[src/rtl/cordic_pkg.sv]
// Shared constants for the iterative CORDIC sequencer: Q2.14 scaling, pi constants,
// the atan ROM (generated by atan_table.py for BITS=16, up to 14 steps) and the FSM state type.
package cordic_pkg;

    localparam int CORDIC_BITS = 16;
    localparam int MAX_STEPS   = CORDIC_BITS - 2;
    localparam int IDX_W       = 4;

    typedef logic signed [CORDIC_BITS:0] q_t;

    localparam q_t ONE_Q     = 17'sd16384;
    localparam q_t PI_Q      = 17'sd51472;
    localparam q_t HALF_PI_Q = 17'sd25736;

    // round(atan(2^-i) * 2^14)
    localparam q_t ATAN_ROM [MAX_STEPS] = '{
        17'sd12868, 17'sd7596, 17'sd4014, 17'sd2037, 17'sd1023, 17'sd512, 17'sd256,
        17'sd128,   17'sd64,   17'sd32,   17'sd16,   17'sd8,    17'sd4,   17'sd2
    };

    typedef enum logic [1:0] {
        ST_IDLE = 2'd0,
        ST_RUN  = 2'd1,
        ST_DONE = 2'd2
    } state_t;

    function automatic q_t atan_lookup(input logic [IDX_W-1:0] idx);
        if (idx < IDX_W'(MAX_STEPS)) begin
            return ATAN_ROM[idx];
        end
        return '0;
    endfunction

endpackage

[src/rtl/cordic_step_unit.sv]
// One CORDIC rotation step: combinational next X/Y/beta for a given iteration index.
module cordic_step_unit
    import cordic_pkg::*;
#(
    parameter int W = CORDIC_BITS + 2
) (
    input  logic signed [W-1:0]     i_x,
    input  logic signed [W-1:0]     i_y,
    input  logic signed [W-1:0]     i_beta,
    input  logic        [IDX_W-1:0] i_idx,
    output logic signed [W-1:0]     o_x,
    output logic signed [W-1:0]     o_y,
    output logic signed [W-1:0]     o_beta
);

    logic signed [W-1:0] w_x_sh;
    logic signed [W-1:0] w_y_sh;
    logic signed [W-1:0] w_atan;

    assign w_x_sh = i_x >>> i_idx;
    assign w_y_sh = i_y >>> i_idx;
    assign w_atan = W'(atan_lookup(i_idx));

    // Rotate toward beta = 0: positive residual rotates counter-clockwise.
    always_comb begin
        o_x    = i_x;
        o_y    = i_y;
        o_beta = i_beta;
        if (!i_beta[W-1]) begin
            o_x    = i_x - w_y_sh;
            o_y    = i_y + w_x_sh;
            o_beta = i_beta - w_atan;
        end else begin
            o_x    = i_x + w_y_sh;
            o_y    = i_y - w_x_sh;
            o_beta = i_beta + w_atan;
        end
    end

endmodule

[src/rtl/cordic_iter_ctrl.sv]
// Iterative CORDIC sine/cosine sequencer, one operation in flight, valid/ready on both sides.
// Optional macro CORDIC_QUAD_EXT_EN adds a pi pre-rotation to extend the range to +-pi.
//
//   state   | meaning
//   IDLE    | waiting for an angle, in_ready high
//   RUN     | one rotation step per cycle, STEPS cycles
//   DONE    | result held on sinus/cosinus until out_ready
module cordic_iter_ctrl
    import cordic_pkg::*;
#(
    parameter int BITS  = CORDIC_BITS,
    parameter int STEPS = 14
) (
    input  logic              clk,
    input  logic              rst_n,
    input  logic              in_valid,
    output logic              in_ready,
    input  logic signed [BITS:0] angle,
    output logic              out_valid,
    input  logic              out_ready,
    output logic signed [BITS:0] sinus,
    output logic signed [BITS:0] cosinus,
    output logic              busy
);

    localparam int W = BITS + 2;
    localparam logic signed [W-1:0] ONE_W = W'(ONE_Q);

    state_t r_state;
    state_t w_next_state;

    logic signed [W-1:0]     r_x;
    logic signed [W-1:0]     r_y;
    logic signed [W-1:0]     r_beta;
    logic        [IDX_W-1:0] r_step;
    logic signed [BITS:0]    r_sin;
    logic signed [BITS:0]    r_cos;

    logic signed [W-1:0] w_x_nx;
    logic signed [W-1:0] w_y_nx;
    logic signed [W-1:0] w_beta_nx;
    logic signed [W-1:0] w_angle_ext;
    logic signed [W-1:0] w_load_x;
    logic signed [W-1:0] w_load_beta;
    logic                w_accept;
    logic                w_last;

    assign w_angle_ext = {angle[BITS], angle};
    assign w_last      = (r_step == IDX_W'(STEPS - 1));

`ifdef CORDIC_QUAD_EXT_EN
    localparam logic signed [W-1:0] PI_W      = W'(PI_Q);
    localparam logic signed [W-1:0] HALF_PI_W = W'(HALF_PI_Q);

    // Angles beyond +-pi/2 are folded by pi; starting from X = -1 restores the half-turn.
    always_comb begin
        w_load_x    = ONE_W;
        w_load_beta = w_angle_ext;
        if (w_angle_ext > HALF_PI_W) begin
            w_load_x    = -ONE_W;
            w_load_beta = w_angle_ext - PI_W;
        end else if (w_angle_ext < -HALF_PI_W) begin
            w_load_x    = -ONE_W;
            w_load_beta = w_angle_ext + PI_W;
        end
    end
`else
    always_comb begin
        w_load_x    = ONE_W;
        w_load_beta = w_angle_ext;
    end
`endif

    cordic_step_unit #(.W(W)) u_step (
        .i_x    (r_x),
        .i_y    (r_y),
        .i_beta (r_beta),
        .i_idx  (r_step),
        .o_x    (w_x_nx),
        .o_y    (w_y_nx),
        .o_beta (w_beta_nx)
    );

    always_ff @(posedge clk) begin
        if (!rst_n) begin
            r_state <= ST_IDLE;
        end else begin
            r_state <= w_next_state;
        end
    end

    always_comb begin
        w_next_state = r_state;
        w_accept     = 1'b0;
        case (r_state)
            ST_IDLE: begin
                if (in_valid) begin
                    w_accept     = 1'b1;
                    w_next_state = ST_RUN;
                end
            end
            ST_RUN: begin
                if (w_last) begin
                    w_next_state = ST_DONE;
                end
            end
            ST_DONE: begin
                if (out_ready) begin
                    w_next_state = ST_IDLE;
                end
            end
            default: w_next_state = ST_IDLE;
        endcase
    end

    always_ff @(posedge clk) begin
        if (!rst_n) begin
            r_x    <= '0;
            r_y    <= '0;
            r_beta <= '0;
            r_step <= '0;
            r_sin  <= '0;
            r_cos  <= '0;
        end else if (w_accept) begin
            r_x    <= w_load_x;
            r_y    <= '0;
            r_beta <= w_load_beta;
            r_step <= '0;
        end else if (r_state == ST_RUN) begin
            r_x    <= w_x_nx;
            r_y    <= w_y_nx;
            r_beta <= w_beta_nx;
            r_step <= r_step + 1'b1;
            if (w_last) begin
                r_sin <= w_y_nx[BITS:0];
                r_cos <= w_x_nx[BITS:0];
            end
        end
    end

    assign in_ready  = (r_state == ST_IDLE);
    assign out_valid = (r_state == ST_DONE);
    assign busy      = (r_state == ST_RUN) || (r_state == ST_DONE);
    assign sinus     = r_sin;
    assign cosinus   = r_cos;

endmodule

[config.mk]
export PLATFORM = sky130hd
export DESIGN_NAME = cordic_iter_ctrl
export DESIGN_NICKNAME = d
export VERILOG_FILES = /design/src/rtl/cordic_pkg.sv /design/src/rtl/cordic_step_unit.sv /design/src/rtl/cordic_iter_ctrl.sv
export SDC_FILE = /design/constraint.sdc
export NUM_CORES = 1
export LEC_CHECK = 0
export BUFFER_PORTS_ARGS = -buffer_cell sky130_fd_sc_hd__buf_4
export CAP_MARGIN = 20
export CORE_ASPECT_RATIO = 1.1
export CORE_MARGIN = 4
export CORE_UTILIZATION = 40
export CTS_BUF_LIST = sky130_fd_sc_hd__clkbuf_16
export DETAILED_ROUTE_END_ITERATION = 10
export SLEW_MARGIN = 20
export SYNTH_ARGS = -nofsm -noshare
export SYNTH_HDL_FRONTEND = slang
export SYNTH_HIERARCHICAL = 1
export SYNTH_SLANG_ARGS = --single-unit
[constraint.sdc]
create_clock -name clk -period 5.9 [get_ports clk]
set_input_delay 1.18 -clock clk [delete_from_list [all_inputs] [get_ports clk]]
set_output_delay 1.18 -clock clk [all_outputs]
set_load 0.05 [all_outputs]
==> reports/qor.txt <==
DR pass1 iterations - 6
Post-synthesis mux area share - 0.199
Routed len/inst - 17.6 um
RSZ-0062 raised after global routing - false
Worst vdd ir - 0.166 mV
Worst endpoint data arrival time - 5430 ps
Final Max Slew Viols - 0
Post-Synth XOR/XNOR Area - 0.0863
Post-Layout Cell Count - 1369
Seq/Total Area, Yosys - 0.207
Crit share post-route - 0.883
#FFs+latches synth - 94
Power density over the cells - 310 mW/mm^2
DP Area - 0.00973 sq mm
# IOs - 58
Core area - 0.0223 sq mm
Final HPWL from detailed placement - 17.7 mm
Hold slack - 475 ps
Critical Path RT - 6120 ps
Diode count - 0
Post-synthesis simple-gate area fraction - 0.138
Status - complete, no violations
Worst clock skew - 7.30 ps
Critical path fanouts, max - 23
Tmin final - 5210 ps
Top_reg_cell synth - dfxtp_1
Layout cells sized above 1 - 0.144
Initial Util - 0.409
CTS Buf Count - 9
CTS root buf - clkbuf_16
Sw Ratio - 0.417
GR Overflow Total - 0
CP bufs+invs - 1
Die footprint - 0.0252 sq mm
Worst path most repeated cell - a21oi_1
Sequential Power Share - 0.250
Met3 usage - 0.0276
Crit Path Category - register to register
Mapped cell area - 0.00909 sq mm
Pint - 1810 uW
Vias per cell - 5.73
Post-synthesis compound-gate area fraction - 0.217
Psw - 1290 uW
Mapped Cells - 1052
Met1 usage - 0.269
EDFF count, synth - 0
Rows - 57
Clock edge transition at the registers on the reported setup and hold paths - 70 ps
Pre-CTS setup slack - 736 ps
P_leak - 0.00410 uW
Hold Fails Final Rpt - 0
Synth Net Count - 1143
Setup bufs post-CTS - 0
Htree depth - 3
RD Place Congestion - 0.907
Max capacitance violation total - 0
Logic pwr share - 0.553
DR DRC count - 0
Clk buf depth - 2
Area growth from synthesis to layout - 10.2%
Syn_area_per_cell - 8.64 sq um
Setup-failing EPs final - 0
Fin Setup TNS - 0 ps
Largest net degree at the start of global routing - 71
Clk sinks - 94
Port bufs - 57
Max incr delay on CP - 640 ps
Fraction of registers with async set/reset - 0
Crit path capture type - register
Gr busiest metal - met2
Slowest-stage cell, CP - a2111oi_0
Fin worst setup slack - 689 ps
Tot GR Track Use - 0.195
Synth Area in Adders - 0.0988
Vias in the first global route - 7675
First-pass GRT wire length - 40.3 mm
Chip Width - 152 um
Worst skew pair latency - 360 ps
DR vias - 7849
Worst-Margin Slew - 932 ps
Largest family of logic cells by synthesized area - compound AO/OA/AOI/OAI gates
Antenna Nets Post-Route - 0
Slew HR - 0.378
# nets final - 1160
Hold Buf Count CTS - 0
CP top delay family - compound AO/OA/AOI/OAI gates
DIE HEIGHT - 166 um
Initial drt markers - 535
Placed cell count - 1353
Crit path cell chain - inv_1 > ha_1 > nor2b_1 > a31o_2 > a21oi_1 > ha_1 > and2_1 > a21oi_1 > xnor2_1 > ha_1 > a21o_1 > a21o_1 > a21o_1 > a221o_1 > and4_1 > a2111oi_0 > a21oi_1 > xor2_1 > mux2i_1 > a21oi_1
Post-CTS resize count - 0
WL final - 24.1 mm
Startpoint types - register
Post-route cell area - 0.0100 sq mm
Hold crit path type - register to register
CTS tree - yes
Yosys Warn Count - 6
Clock Power Share - 0.197
Initial antenna violation count - 0
F_max - 192 MHz
Count of cell types in the netlist - 69
Global-route met2 utilization - 0.313
-- final timing paths --
kind	slack [ps]	cells past startpoint	end	from
worst min-delay path	480	2	sinus[7]	sinus[7]
worst max-delay path	690	20	r_beta[17]	r_step[0]
worst max register to register	690	20	r_beta[17]	r_step[0]
worst min register to register	480	2	sinus[7]	sinus[7]
-- worst reg2reg max path, stage by stage (launching register included) --
cell and delay (ps):
dfxtp_4 600, inv_1 210, ha_1 290, nor2b_1 160, a31o_2 220, a21oi_1 250, ha_1 220, and2_1 210
a21oi_1 100, xnor2_1 140, ha_1 340, a21o_1 190, a21o_1 190, a21o_1 170, a221o_1 370, and4_1 210
a2111oi_0 640, a21oi_1 180, xor2_1 190, mux2i_1 130, a21oi_1 80
-- cells by family (layout without fill, tap and decap cells) --
kind of cell	count (synthesis)	count (layout)
buffers and inverters	110	132
multiplexers	124	124
AO/OA/AOI/OAI	303	303
AND/OR/NAND/NOR	263	263
flip-flops	94	94
XOR/XNOR	88	88
adder cells (fa/ha/maj)	70	70
-- stage by stage --
stage	utilization	total power [uW]
after floorplan	-	2190
after global placement	0.437	2490
after detailed placement	0.437	2490
after CTS	0.450	3130
after global routing	0.450	3350
final	0.450	3100
-- power by group through the flow --
stage	combinational [uW]	clock, uW	sequential, uW
after floorplan	1440	0	749
after global placement	1700	0	789
after detailed placement	1710	0	788
after CTS	1710	637	775
after global routing	1900	661	788
final	1720	613	775
-- cell type report --
class	count	area [sq um]
Clock buffer	9	225
Clock inverter	7	71.3
Fill cell	2221	12200
Inverter	40	150
Multi-Input combinational cell	848	6740
Sequential cell	94	1890
Tap cell	295	369
Timing Repair Buffer	76	583
-- cell usage after synthesis (7+ instances only) --
| cell type | number | share of area |
|---|---|---|
| o211a_1 | 16 | 0.018 |
| a21oi_1 | 73 | 0.040 |
| nor2_1 | 94 | 0.039 |
| nand2_1 | 56 | 0.023 |
| xor2_1 | 29 | 0.028 |
| buf_4 | 7 | 0.0058 |
| a31oi_1 | 13 | 0.0089 |
| a21boi_0 | 7 | 0.0058 |
| a22oi_1 | 11 | 0.0091 |
| a21o_1 | 17 | 0.014 |
| clkbuf_1 | 37 | 0.015 |
| xnor2_1 | 58 | 0.056 |
| a211oi_1 | 8 | 0.0066 |
| dfxtp_1 | 94 | 0.21 |
| nand3_1 | 41 | 0.023 |
| mux2i_1 | 73 | 0.080 |
| a21boi_1 | 30 | 0.025 |
| ha_1 | 67 | 0.092 |
| o21ai_0 | 69 | 0.038 |
| and3_1 | 10 | 0.0069 |
| and2_1 | 8 | 0.0055 |
| inv_1 | 38 | 0.016 |
| o21bai_1 | 8 | 0.0066 |
| nor2b_1 | 16 | 0.011 |
| nor3_1 | 9 | 0.0050 |
| mux4_2 | 45 | 0.11 |
| buf_2 | 16 | 0.0088 |
-- cell usage in the layout, fill, tap and decap left out, types with 17 or more instances in the layout --
master / instances
nand3_1: 41
nand2_1: 55
nor2_1: 94
mux4_2: 45
o21ai_0: 69
xnor2_1: 58
xor2_1: 29
mux2i_1: 73
inv_1: 38
ha_1: 66
a21boi_1: 30
dfxtp_1: 92
a21oi_1: 73
a21o_1: 17
buf_4: 75
-- sequential cells by signal (all words and copies together), names as in the netlist --
signal / count
cosinus: 17
r_beta: 18
r_state: 2
r_step: 4
r_x: 18
r_y: 18
sinus: 17
-- layer usage --
| layer | part of all wire | routed length (um) |
|---|---|---|
| met5 | 0 | 0 |
| met4 | 0.027 | 639 |
| met3 | 0.034 | 818 |
| met2 | 0.47 | 11200 |
| met1 | 0.47 | 11400 |
Note: power is estimated with default switching activity, not from simulation.
